--- src/rtl/bcd_pkg.sv ---
// Shared types and constants for the serial packed-BCD adder.
package bcd_pkg;

    // Controller phases: waiting for a request, adding digits, reporting the result.
    typedef enum logic [1:0] {
        IDLE = 2'd0,
        ADD  = 2'd1,
        FIN  = 2'd2
    } state_t;

    // Largest legal BCD digit value.
    localparam logic [3:0] BCD_MAX  = 4'd9;

    // Added to a binary digit sum above 9 to skip the six unused codes.
    localparam logic [3:0] BCD_CORR = 4'd6;

    // True when a nibble holds a legal decimal digit.
    function automatic logic is_bcd_digit(input logic [3:0] d);
        return (d <= BCD_MAX);
    endfunction

endpackage

--- src/rtl/bcd_serial_add_ctrl_if.sv ---
// Request/result bundle between the operand requester and the serial BCD adder.
interface bcd_serial_add_ctrl_if #(
    parameter int DIGITS = 4
);

    logic                  start;
    logic [4*DIGITS-1:0]   a;
    logic [4*DIGITS-1:0]   b;
    logic                  cin;
    logic                  busy;
    logic                  done;
    logic [4*DIGITS-1:0]   sum;
    logic                  cout;
    logic                  invalid;

    // Requester side: presents operands and a start pulse, watches for done.
    modport master (
        output start,
        output a,
        output b,
        output cin,
        input  busy,
        input  done,
        input  sum,
        input  cout,
        input  invalid
    );

    // Adder side: consumes the request and drives the held result.
    modport slave (
        input  start,
        input  a,
        input  b,
        input  cin,
        output busy,
        output done,
        output sum,
        output cout,
        output invalid
    );

endinterface

--- src/rtl/bcd_digit_add.sv ---
// One-digit BCD adder; the controller time-shares a single instance across all digits.
module bcd_digit_add
    import bcd_pkg::*;
(
    input  logic [3:0] a,
    input  logic [3:0] b,
    input  logic       cin,
    output logic [3:0] sum,
    output logic       cout
);

    logic [4:0] y;

    // Binary add five bits wide (max 19), then fold anything above 9 back into 0..9 with a carry.
    always_comb begin
        y = {1'b0, a} + {1'b0, b} + {4'b0000, cin};
        if (y > {1'b0, BCD_MAX}) begin
            sum  = y[3:0] + BCD_CORR;
            cout = 1'b1;
        end else begin
            sum  = y[3:0];
            cout = 1'b0;
        end
    end

endmodule

--- src/rtl/bcd_serial_add_ctrl.sv ---
// Multi-digit packed-BCD adder that processes one digit per clock, LSD first,
// rippling the decimal carry through a register instead of a combinational chain.
module bcd_serial_add_ctrl
    import bcd_pkg::*;
#(
    parameter int DIGITS = 4
) (
    input  logic                   clk,
    input  logic                   rst,
    bcd_serial_add_ctrl_if.slave   bus
);

    localparam int             IW       = (DIGITS > 1) ? $clog2(DIGITS) : 1;
    localparam logic [IW-1:0]  LAST_IDX = IW'(DIGITS - 1);

    typedef logic [DIGITS-1:0][3:0] digits_t;

    state_t        state_q,   state_d;
    digits_t       a_q,       a_d;
    digits_t       b_q,       b_d;
    logic [IW-1:0] idx_q,     idx_d;
    logic          carry_q,   carry_d;
    digits_t       sum_q,     sum_d;
    logic          cout_q,    cout_d;
    logic          invalid_q, invalid_d;
    logic          busy_q,    busy_d;
    logic          done_q,    done_d;

    digits_t       a_in;
    digits_t       b_in;
    logic          ops_valid;

    logic [3:0]    dig_a;
    logic [3:0]    dig_b;
    logic [3:0]    dig_sum;
    logic          dig_cout;

    assign a_in = bus.a;
    assign b_in = bus.b;

    // Operand screening happens on the raw inputs so the decision is ready on the start edge.
    always_comb begin
        ops_valid = 1'b1;
        for (int i = 0; i < DIGITS; i++) begin
            if (!is_bcd_digit(a_in[i]) || !is_bcd_digit(b_in[i])) begin
                ops_valid = 1'b0;
            end
        end
    end

    // The single shared digit adder sees whichever digit idx currently points at.
    assign dig_a = a_q[idx_q];
    assign dig_b = b_q[idx_q];

    bcd_digit_add u_digit (
        .a    (dig_a),
        .b    (dig_b),
        .cin  (carry_q),
        .sum  (dig_sum),
        .cout (dig_cout)
    );

    // Next-state and datapath decisions; busy/done are derived from the next state
    // so that both leave the flops cleanly aligned with the state they describe.
    always_comb begin
        state_d   = state_q;
        a_d       = a_q;
        b_d       = b_q;
        idx_d     = idx_q;
        carry_d   = carry_q;
        sum_d     = sum_q;
        cout_d    = cout_q;
        invalid_d = invalid_q;

        case (state_q)
            IDLE: begin
                if (bus.start) begin
                    a_d       = a_in;
                    b_d       = b_in;
                    carry_d   = bus.cin;
                    idx_d     = '0;
                    sum_d     = '0;
                    cout_d    = 1'b0;
                    invalid_d = ~ops_valid;
                    state_d   = ops_valid ? ADD : FIN;
                end
            end

            ADD: begin
                sum_d[idx_q] = dig_sum;
                carry_d      = dig_cout;
                if (idx_q == LAST_IDX) begin
                    cout_d  = dig_cout;
                    state_d = FIN;
                end else begin
                    idx_d   = idx_q + 1'b1;
                end
            end

            FIN: begin
                state_d = IDLE;
            end

            default: begin
                state_d = IDLE;
            end
        endcase

        busy_d = (state_d == ADD);
        done_d = (state_d == FIN);
    end

    // State and result registers; reset wins over any request on the same edge.
    always_ff @(posedge clk) begin
        if (rst) begin
            state_q   <= IDLE;
            a_q       <= '0;
            b_q       <= '0;
            idx_q     <= '0;
            carry_q   <= 1'b0;
            sum_q     <= '0;
            cout_q    <= 1'b0;
            invalid_q <= 1'b0;
            busy_q    <= 1'b0;
            done_q    <= 1'b0;
        end else begin
            state_q   <= state_d;
            a_q       <= a_d;
            b_q       <= b_d;
            idx_q     <= idx_d;
            carry_q   <= carry_d;
            sum_q     <= sum_d;
            cout_q    <= cout_d;
            invalid_q <= invalid_d;
            busy_q    <= busy_d;
            done_q    <= done_d;
        end
    end

    assign bus.busy    = busy_q;
    assign bus.done    = done_q;
    assign bus.sum     = sum_q;
    assign bus.cout    = cout_q;
    assign bus.invalid = invalid_q;

endmodule
--- src/flat_wrapper.sv ---
// flat-port wrapper written by rule: the top's interface ports become plain ports
module bcd_serial_add_ctrl_flat import bcd_pkg::*;
#(
    parameter int DIGITS = 4
)
  (clk, rst, bus_start, bus_a, bus_b, bus_cin, bus_busy, bus_done, bus_sum, bus_cout, bus_invalid);
  bcd_serial_add_ctrl_if #(.DIGITS(DIGITS)) bus_i ();
  input  logic clk;
  input  logic rst;
  input wire logic [$bits(bus_i.start)-1:0] bus_start;
  input wire logic [$bits(bus_i.a)-1:0] bus_a;
  input wire logic [$bits(bus_i.b)-1:0] bus_b;
  input wire logic [$bits(bus_i.cin)-1:0] bus_cin;
  output wire logic [$bits(bus_i.busy)-1:0] bus_busy;
  output wire logic [$bits(bus_i.done)-1:0] bus_done;
  output wire logic [$bits(bus_i.sum)-1:0] bus_sum;
  output wire logic [$bits(bus_i.cout)-1:0] bus_cout;
  output wire logic [$bits(bus_i.invalid)-1:0] bus_invalid;
  assign bus_i.start = bus_start;
  assign bus_i.a = bus_a;
  assign bus_i.b = bus_b;
  assign bus_i.cin = bus_cin;
  assign bus_busy = bus_i.busy;
  assign bus_done = bus_i.done;
  assign bus_sum = bus_i.sum;
  assign bus_cout = bus_i.cout;
  assign bus_invalid = bus_i.invalid;
  bcd_serial_add_ctrl #(.DIGITS(DIGITS)) u_core (.clk(clk), .rst(rst), .bus(bus_i));
endmodule
--- config.mk ---
export PLATFORM = sky130hd
export DESIGN_NAME = bcd_serial_add_ctrl_flat
export DESIGN_NICKNAME = d
export VERILOG_FILES = /design/src/rtl/bcd_pkg.sv /design/src/rtl/bcd_serial_add_ctrl_if.sv /design/src/rtl/bcd_digit_add.sv /design/src/rtl/bcd_serial_add_ctrl.sv /design/src/flat_wrapper.sv
export SDC_FILE = /design/constraint.sdc
export NUM_CORES = 1
export LEC_CHECK = 0
export ABC_AREA = 1
export BUFFER_PORTS_ARGS = -buffer_cell sky130_fd_sc_hd__buf_4
export CAP_MARGIN = 20
export CORE_ASPECT_RATIO = 0.8
export CORE_MARGIN = 2
export CORE_UTILIZATION = 54
export CTS_CLUSTER_DIAMETER = 100
export DETAILED_ROUTE_END_ITERATION = 12
export PLACE_DENSITY = 0.79
export REMOVE_ABC_BUFFERS = 1
export SLEW_MARGIN = 20
export SYNTH_ARGS = -nofsm -noshare
export SYNTH_HDL_FRONTEND = slang
export SYNTH_SLANG_ARGS = --single-unit
--- constraint.sdc ---
create_clock -name clk -period 3.3 [get_ports clk]
set_input_delay 0.33 -clock clk [delete_from_list [all_inputs] [get_ports clk]]
set_output_delay 0.33 -clock clk [all_outputs]
set_load 0.01 [all_outputs]
==> out/metrics.cfg <==
[run_status]
status = complete, no violations

[grt]
grt_pass1_wl_um = 10700
grtUsageTotal_pct = 26.1
grt_overflow = 0
grt_max_degree = 39
antenna_found_initial = 0
first_global_vias = 2390

[route]
dr.pass1.iters = 4
ant_nets = 0
drc_errors = 0
routed_wl_um = 6220
vias = 2571
wl_per_cell_um = 12.8
initialDrtViolationCount = 133
viasPerCell = 5.28

[synthesis]
ys_seq_elements = 57
synth-edff-count = 0
postSynthAreaPerCell_um2 = 7.22
ys.flop_type = dfxtp_1
yosys-top-cells-count = nor2_1, dfxtp_1, o21ai_0, nand2_1, a21oi_1
synth_top_area_share_pct = 43.0
ys_seq_area_share_pct = 43.0
yosysTopAreaCell = dfxtp_1
synth.most_common_cell = nor2_1
synth_area_leaders = dfxtp_1, nor2_1, o21ai_0, nand2_1, a21oi_1
synthArstFlopShare_pct = 0
synth.distinct_cells = 26
yosys_warnings = 0
syn_area_mm2 = 0.00265
synthCells = 367

[timing]
worstMarginPinSlew_ns = 0.851
setup-violations-final = 0
holdWs_ns = 0.239
fin_setup_tns_ns = 0
finalClockSkew_ns = 0.00509
finalHoldViolations = 0
fmax_ghz = 0.339
finalCritPeriodShare_pct = 89.4
relSlewSlack_pct = 43.2
period_needed_ns = 2.95
rsz0062_at_grt = no
report.final.slew_viol_count = 0

[critical_path]
cp_max_fo = 12
r2r_cells = 16
crit_path_end_kind = register
startpoint_type = register
cp.arrival_ns = 3.17
required_ns = 3.52
path_class = reg -> reg

[floorplan]
coreArea_mm2 = 0.00465
die-area_mm2 = 0.00549
initial_core_util_pct = 57.0
die_w_um = 82.3
die_y_um = 66.7
num_rows = 22
io_pins = 56

[power]
vdd_drop_max_uv = 361
p_leak_nw = 1.50
cellPowerDensity_mw_per_mm2 = 536
power_mw = 1.78

[clock_network]
cts_buffer_depth = 2
cts_sinks = 57
cts_tree = done
clkLatencyLatePin_ns = 0.34
cts-root-buf = clkbuf_8
holdBufCountCts = 0
htree_levels = 3
ctsResizeCount = 0
post_cts_buffers = 0
path_clk_slew_ns = 0.06
cts_buffers = 9

[final_layout]
final_area_mm2 = 0.00332
syn_to_final_growth_pct = 25.2
nets = 468
drive_gt1_share_pct = 21.5
n_antenna_cell = 0

[place]
dpl.hpwl_um = 4410
port-buffer-count = 55
placed_cell_area_mm2 = 0.00309
gp_congestion = 0.876

[job]
drv_cap = 0

[min_path]
hold_path_depth = 3
hold_class = in -> reg

path summary, 6_finish.rpt:
kind                       from            endpoint  slack [ns]
max             u_core.idx_q[0]  u_core.bus.sum[15]        0.35
min                   bus_a[12]      u_core.a_q[12]        0.24
max reg2reg     u_core.idx_q[0]  u_core.bus.sum[15]        0.35
min reg2reg  u_core.bus.sum[12]  u_core.bus.sum[12]        0.47
worst max-delay path, cell delays in order (launching register included):
cell and delay (ns):
dfxtp_1 0.42, inv_2 0.13, o21ai_0 0.17, o22ai_1 0.11
fa_1 0.46, fa_1 0.41, nand2_1 0.10, nand2_1 0.10
ha_1 0.23, inv_1 0.07, nor2_1 0.05, a21oi_2 0.13
nand2_2 0.09, nand2_2 0.12, nand2_2 0.09, nand3_1 0.09
a21oi_1 0.07
power breakdown:
group / internal [mW] / total, mW / switching, mW
logic: 0.114 / 0.304 / 0.189
registers: 0.726 / 0.748 / 0.0222
clock network: 0.452 / 0.727 / 0.275
total: 1.29 / 1.78 / 0.487
sequential cells by signal, indices dropped and copies added (netlist names), 2 cells and up:
register        count
u_core.a_q         16
u_core.b_q         16
u_core.bus.sum     16
u_core.idx_q        2
u_core.state_q      2
metrics by stage:
| step | util, % | std cells | setup WS (ns) |
|---|---|---|---|
| 6_report | 71.4 | 487 | 0.351 |
| 5_1_grt | 71.4 | 487 | 0.0789 |
| 4_1_cts | 71.3 | 487 | 0.219 |
| 3_5_place_dp | 66.5 | 471 | 0.243 |
| 3_3_place_gp | 66.5 | 471 | 0.327 |
| 2_1_floorplan | - | 352 | 0.228 |
placed cells by master, fill, tap and decap left out:
cell type,instances
inv_1,21
nor2_4,3
clkbuf_1,1
o21ai_1,1
fa_1,2
inv_2,3
nor2_1,86
o22ai_1,8
a21oi_2,2
a211oi_2,1
nand3_1,23
nand2_1,44
nor2_2,2
dfxtp_1,56
dfxtp_2,1
a21oi_1,24
o21ai_0,53
nor3_1,4
clkbuf_8,14
buf_4,59
nand2_2,6
clkinv_1,1
o21a_1,2
ha_1,8
a31oi_1,1
bufinv_16,1
final cells by class:
type / count / area [um2]
inverters: 25 / 93.8
clock buffers: 15 / 196
fillers: 404 / 1330
well taps: 60 / 75.1
clock inverters: 1 / 30.0
repair buffers: 59 / 443
multi-input cells: 270 / 1340
flip-flops and latches: 57 / 1140
per-layer routing:
metal | part of all wire, % | vias to the layer above | GRT usage [%]
met3 | 7.3 | 11 | 9.21
li1 | - | 1316 | -
met1 | 46 | 1170 | 33.0
met4 | 1.5 | 0 | 9.79
met5 | 0 | - | 0
met2 | 45 | 74 | 40.6
cell families (layout without fill, tap and decap cells):
logic type / Yosys count / in the layout / synth area share (%)
buffers and inverters: 40 / 100 / 6.47
AND/OR/NAND/NOR: 168 / 168 / 26.7
flip-flops: 57 / 57 / 43.0
AO/OA/AOI/OAI: 92 / 92 / 18.5
adder cells (fa/ha/maj): 10 / 10 / 5.29
(Power assumes the default switching activity.)
